<file path="config.mk">
export PLATFORM = sky130hd
export DESIGN_NAME = sa2x2_drain
export DESIGN_NICKNAME = d
export VERILOG_FILES = /design/src/rtl/sa_pkg.sv /design/src/rtl/sa_row_fifo.sv /design/src/rtl/sa2x2_drain.sv
export SDC_FILE = /design/constraint.sdc
export NUM_CORES = 1
export LEC_CHECK = 0
export BUFFER_PORTS_ARGS = -buffer_cell sky130_fd_sc_hd__buf_4
export CAP_MARGIN = 20
export CELL_PAD_IN_SITES_DETAIL_PLACEMENT = 0
export CELL_PAD_IN_SITES_GLOBAL_PLACEMENT = 1
export CORE_ASPECT_RATIO = 0.75
export CORE_MARGIN = 1.5
export CORE_UTILIZATION = 50
export DETAILED_ROUTE_END_ITERATION = 8
export PLACE_DENSITY = 0.8
export SYNTH_ARGS = -nofsm -noshare
export SYNTH_HDL_FRONTEND = slang
export SYNTH_HIERARCHICAL = 1
export SYNTH_SLANG_ARGS = --single-unit
</file>
<file path="constraint.sdc">
create_clock -name clk -period 2.4 [get_ports clk]
set_input_delay 0.12 -clock clk [delete_from_list [all_inputs] [get_ports clk]]
set_output_delay 0.12 -clock clk [all_outputs]
set_load 0.1 [all_outputs]
</file>
<file path="src/rtl/sa_pkg.sv">
// rtl/sa_pkg.sv - shared types and defaults for the 2x2 systolic drain
package sa_pkg;

    localparam int SA_DATA_W = 8;

    typedef enum logic [1:0] {
        ST_IDLE    = 2'd0,
        ST_WAIT    = 2'd1,
        ST_CAPTURE = 2'd2
    } sa_state_e;

    typedef struct packed {
        logic [SA_DATA_W-1:0] row1;
        logic [SA_DATA_W-1:0] row2;
        logic                 last;
    } sa_row_t;

endpackage

</file>
<file path="src/rtl/sa_row_fifo.sv">
// rtl/sa_row_fifo.sv - aligned-row buffer, push/full write side, valid/ready read side
module sa_row_fifo #(
    parameter int W     = 17,
    parameter int DEPTH = 4
) (
    input  logic         clk,
    input  logic         rst_n,
    input  logic [W-1:0] s_tdata,
    input  logic         s_tvalid,
    output logic         s_full,
    output logic [W-1:0] m_tdata,
    output logic         m_tvalid,
    input  logic         m_tready
);

    localparam int AW = $clog2(DEPTH);
    localparam logic [AW:0] FULL_CNT = (AW + 1)'(DEPTH);

    logic [W-1:0]  mem_q [DEPTH];
    logic [W-1:0]  mem_d [DEPTH];
    logic [AW-1:0] wr_ptr_q, wr_ptr_d;
    logic [AW-1:0] rd_ptr_q, rd_ptr_d;
    logic [AW:0]   count_q, count_d;
    logic          pop;
    logic          push_ok;

    assign s_full   = (count_q == FULL_CNT);
    assign m_tvalid = (count_q != '0);
    assign pop      = m_tvalid && m_tready;
    // A pop on the same edge frees the slot, so a push into a full buffer is still taken.
    assign push_ok  = s_tvalid && (!s_full || pop);
    // Head is forced to zero when empty so stale entries never show on the outputs.
    assign m_tdata  = m_tvalid ? mem_q[rd_ptr_q] : '0;

    always_comb begin
        for (int i = 0; i < DEPTH; i++) begin
            mem_d[i] = mem_q[i];
        end
        wr_ptr_d = wr_ptr_q;
        rd_ptr_d = rd_ptr_q;
        count_d  = count_q;
        if (push_ok) begin
            mem_d[wr_ptr_q] = s_tdata;
            wr_ptr_d        = wr_ptr_q + 1'b1;
        end
        if (pop) begin
            rd_ptr_d = rd_ptr_q + 1'b1;
        end
        case ({push_ok, pop})
            2'b10:   count_d = count_q + 1'b1;
            2'b01:   count_d = count_q - 1'b1;
            default: count_d = count_q;
        endcase
    end

    always_ff @(posedge clk) begin
        for (int i = 0; i < DEPTH; i++) begin
            mem_q[i] <= mem_d[i];
        end
    end

    always_ff @(posedge clk or negedge rst_n) begin
        if (!rst_n) begin
            wr_ptr_q <= '0;
            rd_ptr_q <= '0;
            count_q  <= '0;
        end else begin
            wr_ptr_q <= wr_ptr_d;
            rd_ptr_q <= rd_ptr_d;
            count_q  <= count_d;
        end
    end

endmodule

</file>
<file path="src/rtl/sa2x2_drain.sv">
// rtl/sa2x2_drain.sv - deskews and buffers 2-column systolic array results row by row
module sa2x2_drain
    import sa_pkg::*;
#(
    parameter int DATA_W     = SA_DATA_W,
    parameter int FIRST_LAT  = 3,
    parameter int FIFO_DEPTH = 4
) (
    input  logic              clk,
    input  logic              rst_n,
    input  logic              start,
    input  logic [3:0]        num_rows,
    input  logic [DATA_W-1:0] psum_in1,
    input  logic [DATA_W-1:0] psum_in2,
    output logic              out_valid,
    input  logic              out_ready,
    output logic [DATA_W-1:0] out_row1,
    output logic [DATA_W-1:0] out_row2,
    output logic              out_last,
    output logic              busy,
    output logic              overflow
);

    localparam int RW = 2 * DATA_W + 1;
    // WAIT holds FIRST_LAT-1 cycles; its counter ends at FIRST_LAT-2.
    localparam logic [3:0] WAIT_LAST = (FIRST_LAT >= 2) ? 4'(FIRST_LAT - 2) : 4'd0;

    sa_state_e         state_q, state_d;
    logic [3:0]        rows_q, rows_d;
    logic [3:0]        wcnt_q, wcnt_d;
    logic [3:0]        ccnt_q, ccnt_d;
    logic [DATA_W-1:0] col1_q, col1_d;
    logic              overflow_q, overflow_d;

    logic              push;
    logic              push_last;
    logic              fifo_full;
    logic              pop;
    logic [RW-1:0]     wr_tdata;
    logic [RW-1:0]     rd_tdata;

    always_comb begin
        state_d    = state_q;
        rows_d     = rows_q;
        wcnt_d     = wcnt_q;
        ccnt_d     = ccnt_q;
        col1_d     = col1_q;
        push       = 1'b0;
        push_last  = 1'b0;
        case (state_q)
            ST_IDLE: begin
                if (start && (num_rows != 4'd0)) begin
                    rows_d  = num_rows;
                    wcnt_d  = 4'd0;
                    ccnt_d  = 4'd0;
                    state_d = (FIRST_LAT == 1) ? ST_CAPTURE : ST_WAIT;
                end
            end
            ST_WAIT: begin
                if (wcnt_q == WAIT_LAST) begin
                    state_d = ST_CAPTURE;
                end else begin
                    wcnt_d = wcnt_q + 4'd1;
                end
            end
            ST_CAPTURE: begin
                // Capture cycle c registers col1 of row c and, from c=1, pushes row c-1
                // together with the live col2 that lags by one cycle.
                if (ccnt_q != rows_q) begin
                    col1_d = psum_in1;
                end
                if (ccnt_q != 4'd0) begin
                    push      = 1'b1;
                    push_last = (ccnt_q == rows_q);
                end
                if (ccnt_q == rows_q) begin
                    state_d = ST_IDLE;
                end else begin
                    ccnt_d = ccnt_q + 4'd1;
                end
            end
            default: state_d = ST_IDLE;
        endcase
    end

    assign pop      = out_valid && out_ready;
    assign wr_tdata = {col1_q, psum_in2, push_last};

    always_comb begin
        overflow_d = overflow_q;
        if (push && fifo_full && !pop) begin
            overflow_d = 1'b1;
        end
    end

    always_ff @(posedge clk or negedge rst_n) begin
        if (!rst_n) begin
            state_q    <= ST_IDLE;
            rows_q     <= 4'd0;
            wcnt_q     <= 4'd0;
            ccnt_q     <= 4'd0;
            col1_q     <= '0;
            overflow_q <= 1'b0;
        end else begin
            state_q    <= state_d;
            rows_q     <= rows_d;
            wcnt_q     <= wcnt_d;
            ccnt_q     <= ccnt_d;
            col1_q     <= col1_d;
            overflow_q <= overflow_d;
        end
    end

    sa_row_fifo #(
        .W     (RW),
        .DEPTH (FIFO_DEPTH)
    ) u_fifo (
        .clk      (clk),
        .rst_n    (rst_n),
        .s_tdata  (wr_tdata),
        .s_tvalid (push),
        .s_full   (fifo_full),
        .m_tdata  (rd_tdata),
        .m_tvalid (out_valid),
        .m_tready (out_ready)
    );

    assign out_row1 = rd_tdata[RW-1 -: DATA_W];
    assign out_row2 = rd_tdata[DATA_W -: DATA_W];
    assign out_last = rd_tdata[0];
    assign busy     = (state_q != ST_IDLE);
    assign overflow = overflow_q;

endmodule

</file>
== Yosys cells after proc, flatten, opt, wreduce, memory -nomap -nowiden ==
Memories as Yosys holds them, arrays and structs flattened.
Index checks and enable logic that the tools add are counted.

* Flip-flop bits (word level): 30
* Bits in writable memories: 68
* Input bits: 24
* Output and inout bits: 20
* Word-level logic and storage cells: 73
* Memories: 1

* $add $sub $neg: 6
* $lt $le $gt $ge: 2
* Eq/ne operators: 13
* Mux-type cells: 19
* Bitwise logic cells: 1
* Reduce and logical (&&, ||, !) cells: 22

{| class="wikitable"
|+ Memories
! name !! depth !! width !! rd ports !! clocked after memory_dff !! write ports !! line !! text
|-
| u_fifo.mem_q || 4 || 17 || 5 || 0 || 4 || sa_row_fifo.sv:19 || <nowiki>logic [W-1:0] mem_q [DEPTH];</nowiki>
|}

{| class="wikitable"
|+ Operators by type and width
! kind !! count
|-
| bitwise mux 68 bit || 1
|-
| 2-to-1 mux 68 bit || 1
|-
| demux 17 bit (select 2 bit) || 1
|-
| 2-to-1 mux 17 bit || 2
|-
| case mux 4 bit (2 select lines) || 2
|-
| 2-to-1 mux 4 bit || 3
|-
| inequality test 2 bit, second input constant || 5
|-
| AND reduction 3 bit || 3
|-
| adder 4 x 1 -> 4 bit, second input constant || 2
|-
| nonzero test 2 bit || 4
|-
| nonzero test 4 bit || 2
|-
| logical AND 1 bit || 6
|-
| 2-to-1 mux 2 bit || 3
|-
| case mux 2 bit (3 select lines) || 1
|-
| case mux 3 bit (2 select lines) || 1
|-
| adder 2 x 1 -> 2 bit, second input constant || 2
|-
| == test 2 x 1 -> 1 bit, second input constant || 2
|-
| == test 2 bit, second input constant || 2
|-
| == test 4 x 1 -> 1 bit, second input constant || 1
|-
| == test 4 bit || 1
|-
| 2-to-1 mux 1 bit || 4
|-
| inequality test 4 bit || 1
|-
| AND reduction 2 bit || 2
|-
| adder 3 x 1 -> 3 bit, second input constant || 1
|-
| other kinds (9) || 10
|}

== Depth between registers and ports, before layout ==
* Depth in word-level cells: 7
* Depth in mapped cells: 11
* Gate-level depth less buffers: 11

== Hierarchy ==
Netlist, hierarchy kept.

{| class="wikitable"
|+ By module, submodules not included
! module !! times used !! cells an instance !! area an instance (µm²) !! seq. area each (µm²)
|-
| sa_row_fifo || 1 || 146 || 3,007.9 || 2,217.1
|-
| sa2x2_drain || 1 || 84 || 1,108.6 || 575.6
|}

== Worst setup path before layout ==
Ideal clock, no wire load.

* Kind: register to output
* Start point: reg u_fifo.count_q[0]
* End point: out out_row1[0]
* Data arrival time: 2,354 ps
* Data required time: 2,280 ps
* Setup slack: -74 ps
* Stages on the path, launching flop included: 4
* Buffers on the path: 1
* Cells stage by stage: dfrtp_1 > or3_1 > clkbuf_1 > and2_1

* Word-level cells in the longest chain between the ends: 2

{| class="wikitable"
|+ RTL lines
! what !! line !! text
|-
| start: declaration || sa_row_fifo.sv:23 || <nowiki>logic [AW:0] count_q, count_d;</nowiki>
|-
| start signal: assignment || sa_row_fifo.sv:70 || <nowiki>count_q <= count_d;</nowiki>
|-
| nonzero test 3 bit || sa_row_fifo.sv:28 || <nowiki>assign m_tvalid = (count_q != '0);</nowiki>
|-
| net out_valid || sa2x2_drain.sv:15 || <nowiki>output logic out_valid,</nowiki>
|-
| 2-to-1 mux 17 bit || sa_row_fifo.sv:33 || <nowiki>assign m_tdata = m_tvalid ? mem_q[rd_ptr_q] : '0;</nowiki>
|-
| end: declaration || sa2x2_drain.sv:17 || <nowiki>output logic [DATA_W-1:0] out_row1,</nowiki>
|}

The timed path passes the listed nets, and every way through them passes these cells.

== Final worst setup path ==
* Start point: reg u_fifo.count_q[0]
* End point: reg u_fifo.count_q[2]

* Word-level cells in the longest chain between the ends: 6
* Elaborated cells on any way between the ends: 12
* Those cells by class: add/sub (2); eq/ne (3); mux (1); reduce/logical (6)

{| class="wikitable"
|+ RTL lines
! what !! line !! text
|-
| == test 3 bit or nonzero test 3 bit (tied branches) || sa_row_fifo.sv:27, sa_row_fifo.sv:28 ||
|-
| logical NOT 1 bit or logical AND 1 bit (tied branches) || sa_row_fifo.sv:31, sa_row_fifo.sv:29 ||
|-
| logical OR 1 bit || sa_row_fifo.sv:31 || <nowiki>assign push_ok = s_tvalid && (!s_full || pop);</nowiki>
|-
| logical AND 1 bit || sa_row_fifo.sv:31 ||
|-
| == test 2 x 1 -> 1 bit or == test 2 bit (tied branches) || sa_row_fifo.sv:49 || <nowiki>case ({push_ok, pop})</nowiki>
|-
| case mux 3 bit (2 select lines) or nonzero test 2 bit (tied branches) || - ||
|}

Parallel ways exist; a longest one is shown, timed or not.
A chain may end at the register's enable or synchronous reset.

==> results.txt <==
----------------------------------------------------
[Run]
  Max-capacitance violation count ... 0

[Die]
  Overall die width ... between 100 and 150 µm
  Die footprint ... just under 9000 µm²
  Core Area ... approximately 8000 µm²
  Die H ... ~82 µm
  IO Pins ... between 40 and 50
  Starting utilization of the core area ... 0.5176
  FP Rows ... 28

[Routing]
  WL met3 ... 238 µm
  DRT antenna net count ... 0
  Routed length on met2 ... slightly above 3000 µm
  Routed length per placed instance ... about 16 µm
  Metal1 wirelength ... 3166 µm
  Final routed DRC violation total ... 0
  DRT iter0 DRCs ... 44
  Final wirelength ... approximately 6500 µm
  Iteration count of the initial detailed-routing pass ... 4
  Top routing layer used ... met4
  Via/cell ratio ... 5.092
  Via count of the routed design ... ~2100

[Worst setup path]
  Crit start category ... flip-flop
  Top Family by Delay on Critical Path ... simple AND/OR/NAND/NOR gates
  Critical path type ... flip-flop to flip-flop
  Peak fanout along the critical path ... 7
  Cell breakdown of the critical path ... or3b_1 > o21a_4 > inv_1 > ha_1 > inv_1 > fa_1 > xor2_1 > nor2_1 > xor2_1
  Setup slack, reg-to-reg ... about 0.19 ns
  Signal arrival time at the worst endpoint ... between 2 and 2.5 ns
  Endpoint required time on the critical path ... roughly 2.7 ns
  Total buffers and inverters traversed by the critical path ... 2
  Crit path max-delay cell type ... dfrtp_1
  Largest stage delay, worst path ... 0.42 ns
  Endpoint kind of the worst setup timing path ... flip-flop

[Cells and area]
  Fraction of final layout cells with drive strength greater than 1 ... 0.3388
  Final cell area excluding filler cells ... just under 5000 µm²
  Count of nets after finishing ... 336
  Number of filler cells placed in the layout ... about 580
  Area added between synthesis and finish ... 20.67%
  Post-route insts no fill ... ~410
  Ant diodes ... 0

[Clock network]
  Clock Tree Buf Depth ... 2
  TritonCTS clock tree ... yes
  Clk sink count ... about 100
  Clock latency of the later-clocked register in the worst-skew pair ... 0.36 ns
  Register clock-pin slew on the reported worst setup and hold paths ... ~0.090 ns
  Number of buffers added by the clock tree synthesis step ... 9
  Clock root cell ... clkbuf_8
  Number of levels the H-tree was split into ... 3

[GRT]
  Largest net degree at the start of global routing ... 31
  First-pass GRT wire length ... around 11000 µm
  Vias in the first global route ... ~2200
  Overflow after GRT ... 0
  Global routing usage summed across all routing layers ... 0.1652
  Initial antenna violation count ... 0

[Yosys]
  Dominant register cell in the synthesized netlist ... edfxtp_1
  Mean post-synth cell area ... 17.90 µm²
  Post-synth design cell area ... about 4000 µm²
  Post-synthesis cell count ... 230
  Number of warning messages in the yosys log ... 6
  Number of enable-type register cells in the synthesized netlist ... slightly below 70
  Fraction of synthesis flops using an asynchronous set or reset pin ... 0.3061
  Syn Nets ... approximately 260
  Seq/Total Area, Yosys ... 0.6784
  Synth Register Bits ... 98
  Post-synth cell types ... 38

[STA]
  Final clock period utilization by the worst path ... 0.9220
  Worst setup skew after layout ... about 0.016 ns
  Count of final max-slew check failures ... 0
  Summed negative setup slack over all endpoints ... 0 ns
  Slew @ Worst Pin ... roughly 0.66 ns
  Maximum operating frequency ... 451.9 MHz
  Hold violation count in the final report ... 0
  Setup repair after global routing missed its margin ... no
  Final critical path time including I/O delays and setup ... 2.213 ns
  Count of final setup violators ... 0
  Relative slew margins ... 0.5596
  Setup slack after layout ... approximately 0.19 ns

[Placement]
  Placer's final routability congestion estimate ... 0.7071
  Pre-CTS setup slack ... 0.2066 ns
  Port Buf Inserts ... 43
  Post-placement cell area ... about 4500 µm²
  Placed insts ... between 300 and 400
  Detailed Place HPWL ... approximately 4200 µm

[Run status]
  Status ... complete, no violations

[Min path]
  Class of the tightest hold or removal check ... input pin to flip-flop

----------------------------------------------------
## per-stage QoR
stage	hold WS, ns	utilization
finish	0.08553	0.6246
global placement	0.08523	0.5721
detailed placement	0.08562	0.5721
floorplan	-0.1756	-
CTS	0.06994	0.6246
global route	0.09849	0.6246
## cell usage in the layout (no fill, tap or decap), types with 4 or more instances in the layout
cell and instances:
edfxtp_1 68, buf_4 47, dfrtp_1 30, dlygate4sd3_1 21, and2_1 19, mux4_2 17, inv_1 10, ha_1 9
clkbuf_8 9, mux2_2 8, nor2_1 7, xnor2_1 7, mux2_4 6, xor2_1 5, and2_2 4
## timing repair
item	CTS	global route
setup endpoints to repair	0	0
resized for setup	0	0
setup buffers	0	0
endpoints found under the hold margin	74	0
hold buffers	21	0
## worst paths after layout
path | end | start | cells after the start
setup / recovery | u_fifo/count_q[2] | u_fifo/count_q[0] | 9
hold / removal | u_fifo/rd_ptr_q[1] | out_ready | 3
setup reg to reg | u_fifo/count_q[2] | u_fifo/count_q[0] | 9
hold reg to reg | u_fifo/count_q[2] | u_fifo/count_q[2] | 1
max in group asynchronous | col1_q[4] | rst_n | 2
min in group asynchronous | wcnt_q[2] | rst_n | 2
## Yosys cell counts, types with 2 or more instances
master    number  share of area
a21oi_1        2         0.0024
a31o_2         2         0.0043
and2_1        19          0.029
and2_2         4         0.0073
buf_2          2         0.0024
buf_6          3         0.0082
clkbuf_1       2         0.0018
dfrtp_1       30           0.18
edfxtp_1      68           0.50
ha_1           9          0.027
inv_1         10         0.0091
mux2_2         8          0.022
mux2_4         6          0.022
mux2i_1        3         0.0073
mux4_2        17          0.093
nand2_1        3         0.0027
nand2b_1       2         0.0030
nand3_1        3         0.0036
nand4_1        2         0.0030
nor2_1         7         0.0064
xnor2_1        7          0.015
xor2_1         5          0.011
## cell type report
cell class                      count  area [µm²]  share of cell area
Clock buffer                        9       123.9             0.02494
Timing Repair Buffer               68       563.0              0.1134
Tap cell                          105       131.4             0.02645
Inverter                           10       37.54            0.007557
Clock inverter                      7       83.83             0.01688
Sequential cell                    98        2793              0.5622
Multi-Input combinational cell    115        1235              0.2486
## kinds of logic after synthesis
family / Yosys count / synth area share
adders and majority gates: 10 / 0.03222
DFF: 98 / 0.6784
and+or+nand+nor: 48 / 0.07174
muxes: 34 / 0.1441
AOI/OAI and AO/OA: 11 / 0.02645
xor gates and xnor gates: 12 / 0.02553
buffers and inverters: 17 / 0.02158
## state kept, by name, indices dropped and copies added, names as in the netlist
register / count
ccnt_q: 4
col1_q: 8
overflow: 1
rows_q: 4
state_q: 2
u_fifo/count_q: 3
u_fifo/mem_q: 68
u_fifo/rd_ptr_q: 2
u_fifo/wr_ptr_q: 2
wcnt_q: 4
## worst register-to-register path: stages, from the launching register on
cell and delay, ns:
dfrtp_1 0.42, or3b_1 0.43, o21a_4 0.25, inv_1 0.06, ha_1 0.16, inv_1 0.06
fa_1 0.37, xor2_1 0.15, nor2_1 0.11, xor2_1 0.14
## per-layer routing
layer / vias up / track usage
met5: - / 0
met4: 0 / 0.05132
met3: 4 / 0.04762
met2: 41 / 0.2771
met1: 1051 / 0.2120
li1: 1002 / -
Power is not shown: default switching activity piles up to over one toggle a cycle in this logic, so the estimate is an artifact.
